**src/rtl/clkout_div_bank_if.sv**
```systemverilog
// DRP-style reconfiguration port of the clock divider bank.
interface clkout_div_bank_if;
  logic        den;
  logic        dwe;
  logic [6:0]  daddr;
  logic [15:0] di;
  logic [15:0] dout;
  logic        drdy;

  modport master (output den, dwe, daddr, di, input dout, drdy);
  modport slave  (input den, dwe, daddr, di, output dout, drdy);
endinterface

```
**src/rtl/clkout_div_bank.sv**
```systemverilog
// Multi-channel integer clock divider with phase offsets, lock indication
// and shadow/active reconfiguration through a DRP-style port.
module clkout_div_bank #(
  parameter int CHANNELS    = 6,
  parameter int CNT_WIDTH   = 8,
  parameter int LOCK_CYCLES = 64,
  parameter int DIVIDE_INIT = 2,
  parameter int HIGH_INIT   = 1,
  parameter int PHASE_INIT  = 0
) (
  input  logic                  clkin_i,
  input  logic                  rst_n_i,
  input  logic                  pwrdwn_i,
  clkout_div_bank_if.slave      drp,
  output logic [CHANNELS-1:0]   clkout_o,
  output logic                  locked_o
);

  localparam int LW = $clog2(LOCK_CYCLES + 1);
  typedef logic [CNT_WIDTH-1:0] cnt_t;
  typedef enum logic [1:0] {ST_RESTART, ST_COUNT, ST_LOCKED} lock_st_e;

  function automatic cnt_t clamp_div(input cnt_t v);
    return (v < cnt_t'(2)) ? cnt_t'(2) : v;
  endfunction

  function automatic cnt_t clamp_high(input cnt_t v, input cnt_t div);
    if (v == '0)  return cnt_t'(1);
    if (v >= div) return div - cnt_t'(1);
    return v;
  endfunction

  localparam cnt_t DIV_RST  = clamp_div(cnt_t'(DIVIDE_INIT));
  localparam cnt_t HIGH_RST = clamp_high(cnt_t'(HIGH_INIT), DIV_RST);
  localparam cnt_t PH_RST   = cnt_t'(PHASE_INIT);

  cnt_t sh_div_q [CHANNELS];
  cnt_t sh_high_q[CHANNELS];
  cnt_t sh_ph_q  [CHANNELS];
  cnt_t act_div_q [CHANNELS];
  cnt_t act_high_q[CHANNELS];
  cnt_t ph_q [CHANNELS];
  cnt_t cnt_q[CHANNELS];
  logic [CHANNELS-1:0] clk_q;

  lock_st_e        state_q, state_d;
  logic [LW-1:0]   lock_cnt_q, lock_cnt_d;
  logic            pend_q, pend_d;

  logic            acc_q, we_q, drdy_q;
  logic [6:0]      addr_q;
  logic [15:0]     dout_q, rd_data;

  logic accept, commit, restart;
  logic unused_di;

  // A transaction is pending from its acceptance edge until DRDY is issued.
  assign accept  = drp.den && !acc_q;
  assign commit  = accept && drp.dwe && (drp.daddr == 7'h7F) && drp.di[0];
  assign restart = pend_q && !pwrdwn_i;
  assign unused_di = ^drp.di;

  always_ff @(posedge clkin_i or negedge rst_n_i) begin
    if (!rst_n_i) begin
      for (int i = 0; i < CHANNELS; i++) begin
        sh_div_q[i]   <= DIV_RST;
        sh_high_q[i]  <= HIGH_RST;
        sh_ph_q[i]    <= PH_RST;
        act_div_q[i]  <= DIV_RST;
        act_high_q[i] <= HIGH_RST;
      end
    end else begin
      for (int i = 0; i < CHANNELS; i++) begin
        if (accept && drp.dwe && drp.daddr[6:2] == 5'(i)) begin
          case (drp.daddr[1:0])
            2'd0:    sh_div_q[i]  <= clamp_div(drp.di[CNT_WIDTH-1:0]);
            2'd1:    sh_high_q[i] <= clamp_high(drp.di[CNT_WIDTH-1:0], sh_div_q[i]);
            2'd2:    sh_ph_q[i]   <= drp.di[CNT_WIDTH-1:0];
            default: ;
          endcase
        end
        if (restart) begin
          act_div_q[i]  <= sh_div_q[i];
          act_high_q[i] <= clamp_high(sh_high_q[i], sh_div_q[i]);
        end
      end
    end
  end

  // Channel generators: phase countdown, then HIGH cycles high within each DIVIDE period.
  always_ff @(posedge clkin_i or negedge rst_n_i) begin
    if (!rst_n_i) begin
      clk_q <= '0;
      for (int i = 0; i < CHANNELS; i++) begin
        ph_q[i]  <= PH_RST;
        cnt_q[i] <= '0;
      end
    end else if (pwrdwn_i) begin
      clk_q <= '0;
    end else if (restart) begin
      clk_q <= '0;
      for (int i = 0; i < CHANNELS; i++) begin
        ph_q[i]  <= sh_ph_q[i];
        cnt_q[i] <= '0;
      end
    end else begin
      for (int i = 0; i < CHANNELS; i++) begin
        if (ph_q[i] != '0) begin
          ph_q[i] <= ph_q[i] - cnt_t'(1);
        end else begin
          clk_q[i] <= (cnt_q[i] < act_high_q[i]);
          cnt_q[i] <= (cnt_q[i] >= act_div_q[i] - cnt_t'(1)) ? '0 : cnt_q[i] + cnt_t'(1);
        end
      end
    end
  end

  always_ff @(posedge clkin_i or negedge rst_n_i) begin
    if (!rst_n_i) begin
      state_q    <= ST_RESTART;
      lock_cnt_q <= '0;
      pend_q     <= 1'b1;
    end else begin
      state_q    <= state_d;
      lock_cnt_q <= lock_cnt_d;
      pend_q     <= pend_d;
    end
  end

  // A commit landing on the power-down release edge merges into that restart.
  always_comb begin
    state_d    = state_q;
    lock_cnt_d = lock_cnt_q;
    pend_d     = pwrdwn_i || (commit && !restart);
    if (pwrdwn_i) begin
      state_d = ST_RESTART;
    end else if (restart) begin
      state_d    = ST_RESTART;
      lock_cnt_d = '0;
    end else begin
      case (state_q)
        ST_RESTART, ST_COUNT: begin
          state_d    = (lock_cnt_q == LW'(LOCK_CYCLES - 1)) ? ST_LOCKED : ST_COUNT;
          lock_cnt_d = lock_cnt_q + LW'(1);
        end
        default: ;
      endcase
    end
  end

  always_comb begin
    rd_data = '0;
    if (addr_q == 7'h7F) begin
      rd_data = {15'b0, locked_o};
    end else begin
      for (int i = 0; i < CHANNELS; i++) begin
        if (addr_q[6:2] == 5'(i)) begin
          case (addr_q[1:0])
            2'd0:    rd_data = 16'(sh_div_q[i]);
            2'd1:    rd_data = 16'(sh_high_q[i]);
            2'd2:    rd_data = 16'(sh_ph_q[i]);
            default: rd_data = '0;
          endcase
        end
      end
    end
  end

  always_ff @(posedge clkin_i or negedge rst_n_i) begin
    if (!rst_n_i) begin
      acc_q  <= 1'b0;
      we_q   <= 1'b0;
      addr_q <= '0;
      drdy_q <= 1'b0;
      dout_q <= '0;
    end else begin
      acc_q  <= accept;
      if (accept) begin
        addr_q <= drp.daddr;
        we_q   <= drp.dwe;
      end
      drdy_q <= acc_q;
      dout_q <= (acc_q && !we_q) ? rd_data : '0;
    end
  end

  assign drp.drdy = drdy_q;
  assign drp.dout = dout_q;
  assign clkout_o = clk_q;
  assign locked_o = (state_q == ST_LOCKED);

endmodule

```
**src/flat_wrapper.sv**
```systemverilog
// flat-port wrapper written by rule: the top's interface ports become plain ports
module clkout_div_bank_flat 
#(
  parameter int CHANNELS    = 6,
  parameter int CNT_WIDTH   = 8,
  parameter int LOCK_CYCLES = 64,
  parameter int DIVIDE_INIT = 2,
  parameter int HIGH_INIT   = 1,
  parameter int PHASE_INIT  = 0
)
  (clkin_i, rst_n_i, pwrdwn_i, clkout_o, locked_o, drp_den, drp_dwe, drp_daddr, drp_di, drp_dout, drp_drdy);
  clkout_div_bank_if drp_i ();
  input  logic clkin_i;
  input  logic rst_n_i;
  input  logic pwrdwn_i;
  output logic [CHANNELS-1:0] clkout_o;
  output logic locked_o;
  input wire logic [$bits(drp_i.den)-1:0] drp_den;
  input wire logic [$bits(drp_i.dwe)-1:0] drp_dwe;
  input wire logic [$bits(drp_i.daddr)-1:0] drp_daddr;
  input wire logic [$bits(drp_i.di)-1:0] drp_di;
  output wire logic [$bits(drp_i.dout)-1:0] drp_dout;
  output wire logic [$bits(drp_i.drdy)-1:0] drp_drdy;
  assign drp_i.den = drp_den;
  assign drp_i.dwe = drp_dwe;
  assign drp_i.daddr = drp_daddr;
  assign drp_i.di = drp_di;
  assign drp_dout = drp_i.dout;
  assign drp_drdy = drp_i.drdy;
  clkout_div_bank #(.CHANNELS(CHANNELS), .CNT_WIDTH(CNT_WIDTH), .LOCK_CYCLES(LOCK_CYCLES), .DIVIDE_INIT(DIVIDE_INIT), .HIGH_INIT(HIGH_INIT), .PHASE_INIT(PHASE_INIT)) u_core (.clkin_i(clkin_i), .rst_n_i(rst_n_i), .pwrdwn_i(pwrdwn_i), .drp(drp_i), .clkout_o(clkout_o), .locked_o(locked_o));
endmodule
```
**config.mk**
```make
export PLATFORM = sky130hd
export DESIGN_NAME = clkout_div_bank_flat
export DESIGN_NICKNAME = d
export VERILOG_FILES = /design/src/rtl/clkout_div_bank_if.sv /design/src/rtl/clkout_div_bank.sv /design/src/flat_wrapper.sv
export SDC_FILE = /design/constraint.sdc
export NUM_CORES = 1
export LEC_CHECK = 0
export ABC_AREA = 1
export BUFFER_PORTS_ARGS = -buffer_cell sky130_fd_sc_hd__buf_2
export CORE_AREA = 2 2 236 262
export DETAILED_ROUTE_END_ITERATION = 7
export DIE_AREA = 0 0 238 264
export PLACE_DENSITY = 0.56
export SLEW_MARGIN = 20
export SYNTH_ARGS = -nofsm -noshare
export SYNTH_HDL_FRONTEND = slang
export SYNTH_SLANG_ARGS = --single-unit
```
**constraint.sdc**
```tcl
create_clock -name clkin_i -period 3.7 [get_ports clkin_i]
set_clock_uncertainty 0.15 [all_clocks]
set_input_delay 0.185 -clock clkin_i [delete_from_list [all_inputs] [get_ports clkin_i]]
set_output_delay 0.185 -clock clkin_i [all_outputs]
set_load 0.01 [all_outputs]
```
---- Word-level counts from Yosys, hierarchy flattened ----
Cells that the tools add are included.
storage, ports and cells
  register bits after elaboration ......... 378
  latch bits .............................. 0
  bits in writable memories ............... 0
  memory bits (read-only) ................. 0
  input port bits ......................... 28
  output and inout port bits .............. 24
  logic and storage cells ................. 368
  memories ................................ 0
cells by class
  add/sub/neg operators ................... 25
  multipliers ............................. 0
  divide/modulo/power cells ............... 0
  magnitude comparators ................... 25
  eq/ne operators ......................... 31
  shifts and indexed selects .............. 0
  muxes and demuxes ....................... 154
  bitwise operators ....................... 1
  reductions and logical operators ........ 76
operators with widths
  cell                                                                    count
  8-bit 2-to-1 mux                                                        62
  8-bit >= comparator                                                     18
  8-bit one-hot mux with 3 select lines                                   6
  8-bit by 1-bit subtractor with 8-bit output (second input constant)     18
  16-bit 2-to-1 mux                                                       8
  48-bit 2-to-1 mux                                                       2
  1-bit 2-to-1 mux                                                        68
  2-bit AND reduction                                                     31
  8-bit zero test                                                         7
  8-bit by 1-bit adder with 8-bit output (second input constant)          6
  8-bit < comparator                                                      6
  8-bit nonzero test                                                      6
  5-bit by 2-bit equality test with 1-bit output (second input constant)  4
  5-bit by 3-bit equality test with 1-bit output (second input constant)  4
  3-bit by 2-bit != test with 1-bit output (second input constant)        6
  7-bit equality test (second input constant)                             2
  7-bit 2-to-1 mux                                                        2
  2-bit nonzero test                                                      7
  1-bit logical AND                                                       13
  6-bit 2-to-1 mux                                                        2
  2-bit by 1-bit != test with 1-bit output (second input constant)        6
  5-bit by 1-bit equality test with 1-bit output (second input constant)  2
  5-bit zero test                                                         2
  8-bit by 2-bit < comparator with 1-bit output (second input constant)   1
  other kinds (11)                                                        23

---- Logic depth before layout (Yosys ltp) ----
  depth after elaboration ................. 10
  depth in mapped cells ................... 14

---- Worst setup path after synthesis ----
No wires, ideal clock.
  path type ............................... register to register
  start point ............................. reg u_core.act_div_q[26] in the netlist's numbering
  end point ............................... reg u_core.cnt_q[26] in the netlist's numbering
  setup time .............................. 97 ps
  arrival time ............................ 2097 ps
  required time ........................... 3453 ps
  slack ................................... 1357 ps
  cell stages (with the launch flop) ...... 12
  cell sequence ........................... dfrtp_1 nor2_1 nand2_1 or3_1 nor3_1 xnor2_1 ha_1 nand4_1 inv_1 nand4_1 nand4_1 o31ai_1
between the ends
  longest elaborated chain between the ends .. 5
ends and longest elaborated chain
  element                                      RTL line                source
  from (decl)                                  clkout_div_bank.sv:40   cnt_t act_div_q [CHANNELS];
  from (signal, indexed assignment)            clkout_div_bank.sv:83   act_div_q[i] <= sh_div_q[i];
  8-bit by 1-bit subtractor with 8-bit output  clkout_div_bank.sv:112  cnt_q[i] <= (cnt_q[i] >= act_div_q[i] - cnt_t'(1)) ? '0 : cnt_q[i] + cnt_t'(1);
  8-bit >= comparator                          clkout_div_bank.sv:112
  8-bit 2-to-1 mux                             clkout_div_bank.sv:112
  8-bit 2-to-1 mux                             clkout_div_bank.sv:108  if (ph_q[i] != '0) begin
  48-bit 2-to-1 mux                            clkout_div_bank.sv:100  end else if (restart) begin
  to (signal, indexed assignment)              clkout_div_bank.sv:112
  to (decl)                                    clkout_div_bank.sv:43   cnt_t cnt_q[CHANNELS];
Every way passes these cells. The select of a mux whose other input is x is not followed.
A chain may end at the register's enable or synchronous reset.

---- Worst setup path after layout ----
  start point ............................. reg u_core.sh_div_q[1] in the netlist's numbering
  end point ............................... reg u_core.act_high_q[2] in the netlist's numbering
between the ends
  longest elaborated chain between the ends .. 6
  elaborated cells on any way between the ends .. 8
  those cells by class .................... add/sub: 1; order compare: 1; mux: 6
ends and longest elaborated chain
  element                            RTL line               source
  from (decl)                        clkout_div_bank.sv:37  cnt_t sh_div_q [CHANNELS];
  from (signal, indexed assignment)  clkout_div_bank.sv:76  2'd0: sh_div_q[i] <= clamp_div(drp.di[CNT_WIDTH-1:0]);
  8-bit >= comparator                clkout_div_bank.sv:29  if (v >= div) return div - cnt_t'(1);
  1-bit 2-to-1 mux (2 in a row)      clkout_div_bank.sv:29
  1-bit 2-to-1 mux                   clkout_div_bank.sv:82  if (restart) begin
  8-bit 2-to-1 mux (*)               clkout_div_bank.sv:30  return v;
  8-bit 2-to-1 mux (*)               clkout_div_bank.sv:29
  to (signal, indexed assignment)    clkout_div_bank.sv:84  act_high_q[i] <= clamp_high(sh_high_q[i], sh_div_q[i]);
  to (decl)                          clkout_div_bank.sv:41  cnt_t act_high_q[CHANNELS];
Mark *: on every way between the ends. The rest lies on a longest branch, timed or not. The select of a mux whose other input is x is not followed.

==> impl_metrics.yaml <==
outcome:
  status: "finished, final reports clean"
power_and_ir_drop:
  p_sw_share_pct: 33.7
  peakVddDrop_mv: 0.301
  p_clk_share_pct: 36.2
  p_seq_share_pct: 39.4
  pwr-share-comb_pct: 24.4
  total_power_mw: 12.4
  p_switching_mw: 4.16
  internal-power_mw: 8.20
  cellPowerDensity_nw_per_um2: 462
  leakagePower_nw: 12.9
clock_tree:
  cts.repair.resized: 0
  htree_levels: 2
  clock_path_buffers: 3
  clk_pin_slew_ps: 60
  numCtsBuffers: 45
  cts_tree: "yes"
  clockRootBuffer: "clkbuf_16"
  clk_latency_ps: 600
  post_cts_buffers: 0
  cts.sinks: 370
  holdBufCountCts: 26
synth:
  ys_ff_latch: 370
  async_flop_share_pct: 100
  synth_edf_count: 0
  synth.area.top_cells: "dfrtp_1, nand2_1, ha_1"
  syn_area_sq_um: 23900
  synth_area_leader_cell: "dfrtp_1"
  synth_cell_types: 47
  yosys_most_used_dff: "dfrtp_1"
  synth_common_cells: "nand2_1, dfrtp_1, inv_1"
  synth.most_common_cell: "nand2_1"
  yosysWarnings: 0
  synth_top_area_share_pct: 36.2
  synthCells: 3060
  ys_seq_area_share_pct: 38.9
  avgSynthCellArea_sq_um: 7.80
drt:
  drtPass1Iterations: 8
  routedWlPerCell_microns: 18.6
  drt_iter0_markers: 1566
  drc: 0
  vias_per_cell: 5.42
  routed-via-count: 21300
  postRouteAntennaNets: 0
  wl_microns: 73200
timing:
  worstMarginPinSlew_ps: 862
  rsz0062_at_grt: "no"
  fin_hold_ws_ps: 29.8
  maxSlewHeadroom_pct: 42.3
  fin_crit_ps: 2740
  fmax_mhz: 366
  final-setup-viol-count: 0
  hold_violations: 0
  finalCritPeriodShare_pct: 73.9
  maxSlewViolCount: 0
  finalSetupTns_ps: 0
floorplan:
  row_count: 95
  die-area_sq_um: 62800
  die_w_microns: 238
  core_area_sq_um: 60400
  die_h_microns: 264
  start_util_pct: 39.5
  ios: 52
worst_setup_path:
  worstPathArrival_ps: 3030
  required_ps: 3990
  cp-start-kind: "register"
  crit_type: "register to register"
  endpoint_kind: "register"
  path_max_fanout: 16
layout:
  fillCellCount: 5968
  drive_above_1_share_pct: 6.65
  postLayoutCoreUtil_pct: 44.3
  final_area_sq_um: 26700
  nets: 3367
  area_growth_syn_to_layout_pct: 12.0
min_path:
  min-delay-path-class: "input port to register"
global_routing:
  grt_max_degree: 89
  grt_pass1_vias: 20500
  antenna_found_initial: 2
  overflow: 0
  grt_usage_pct: 23.3
  grt_pass1_wl_microns: 116000
placed_design:
  dpl-instance-area_sq_um: 25000
  gp_congestion: 0.926
  dp_hpwl_microns: 52800
  port_buffers: 35
job:
  max_cap_violations: 0
## flip-flops by register name, summed over array words and instances, names as in the netlist, 2 cells and up
signal             cells
u_core.state_q         2
u_core.clkout_o        6
u_core.ph_q           48
u_core.sh_ph_q        48
u_core.drp.dout        8
u_core.addr_q          7
u_core.cnt_q          48
u_core.sh_high_q      48
u_core.sh_div_q       48
u_core.lock_cnt_q      7
u_core.act_div_q      48
u_core.act_high_q     48
## worst paths after layout
check	from	depth (start not counted)	slack (ps)	end
max	u_core.sh_div_q[1]$_DFFE_PN1P_	10	960	u_core.act_high_q[2]$_DFFE_PN0P_
min	drp_di[0]	5	30	u_core.sh_high_q[16]$_DFFE_PN1P_
max reg2reg	u_core.sh_div_q[1]$_DFFE_PN1P_	10	960	u_core.act_high_q[2]$_DFFE_PN0P_
min reg2reg	u_core.sh_ph_q[27]$_DFFE_PN0P_	2	340	u_core.sh_ph_q[27]$_DFFE_PN0P_
max in group asynchronous	rst_n_i	3	2310	u_core.sh_high_q[8]$_DFFE_PN1P_
min in group asynchronous	rst_n_i	2	40	u_core.lock_cnt_q[3]$_DFFE_PN0P_
## placed cells by master, fill, tap and decap left out, types with 10 or more instances in the layout
master,netlist,routed
nand2_1,792,792
dfrtp_1,345,345
inv_1,320,320
o21ai_0,283,283
nor2_1,241,239
ha_1,217,217
a21oi_1,132,132
nand3_1,131,131
xor2_1,70,70
o211ai_1,61,61
o22ai_1,60,60
nand4_1,57,57
clkbuf_16,0,45
nor3_1,43,43
xnor2_1,40,40
buf_4,8,37
buf_2,29,34
o31ai_1,27,27
dlygate4sd3_1,0,26
dfstp_2,25,25
o21a_1,20,20
a31oi_1,15,15
clkbuf_8,0,15
nand3_4,10,10
## layer usage
layer,global-route usage (%),wire length (microns)
met1,31.0,32000
met2,39.6,35100
met3,2.65,3620
met4,7.53,2510
met5,0,11
## metrics by stage
step	setup WS [ps]	instances
after global routing	738	3934
after detailed placement	1050	3825
after CTS	1020	3933
after floorplan	1360	3067
after global placement	1090	3825
final	965	3934
## power groups by stage
stage | clock network [mW] | registers [mW] | logic (mW)
after detailed placement | 0 | 4.94 | 2.98
after floorplan | 0 | 4.83 | 2.18
after global placement | 0 | 4.92 | 2.88
after global routing | 4.72 | 4.93 | 3.46
final | 4.47 | 4.87 | 3.02
after CTS | 4.56 | 4.87 | 3.03
## cell families (layout without fill, tap and decap cells)
logic type	count (synthesis)	count (layout)	synth area share, %
buffers and inverters	417	507	6.90
xor gates and xnor gates	110	110	4.03
adders and majority gates	217	217	11.4
and+or+nand+nor	1324	1324	24.0
AOI/OAI and AO/OA	621	621	14.8
other	1	9	0.0157
DFF	370	370	38.9
## final cells by class
class	instances	area, sq um	area share (%)
diodes	1	2.50	0.00936
clock buffers	67	1360	5.08
clock inverters	15	134	0.501
inverters	324	1220	4.56
multi-input cells	2280	13000	48.5
flip-flops and latches	370	9290	34.7
well taps	776	971	3.63
repair buffers	101	783	2.93
## critical path, cell delays in order (launching register included)
cell and delay [ps]:
dfstp_2 600, inv_1 110, ha_1 300, inv_1 60, nor2_1 30, o21ai_0 130
nand2_1 70, nand2_1 70, nand3_1 450, o211ai_1 440, o21ai_0 160
Power figures use the tool's default switching activity.
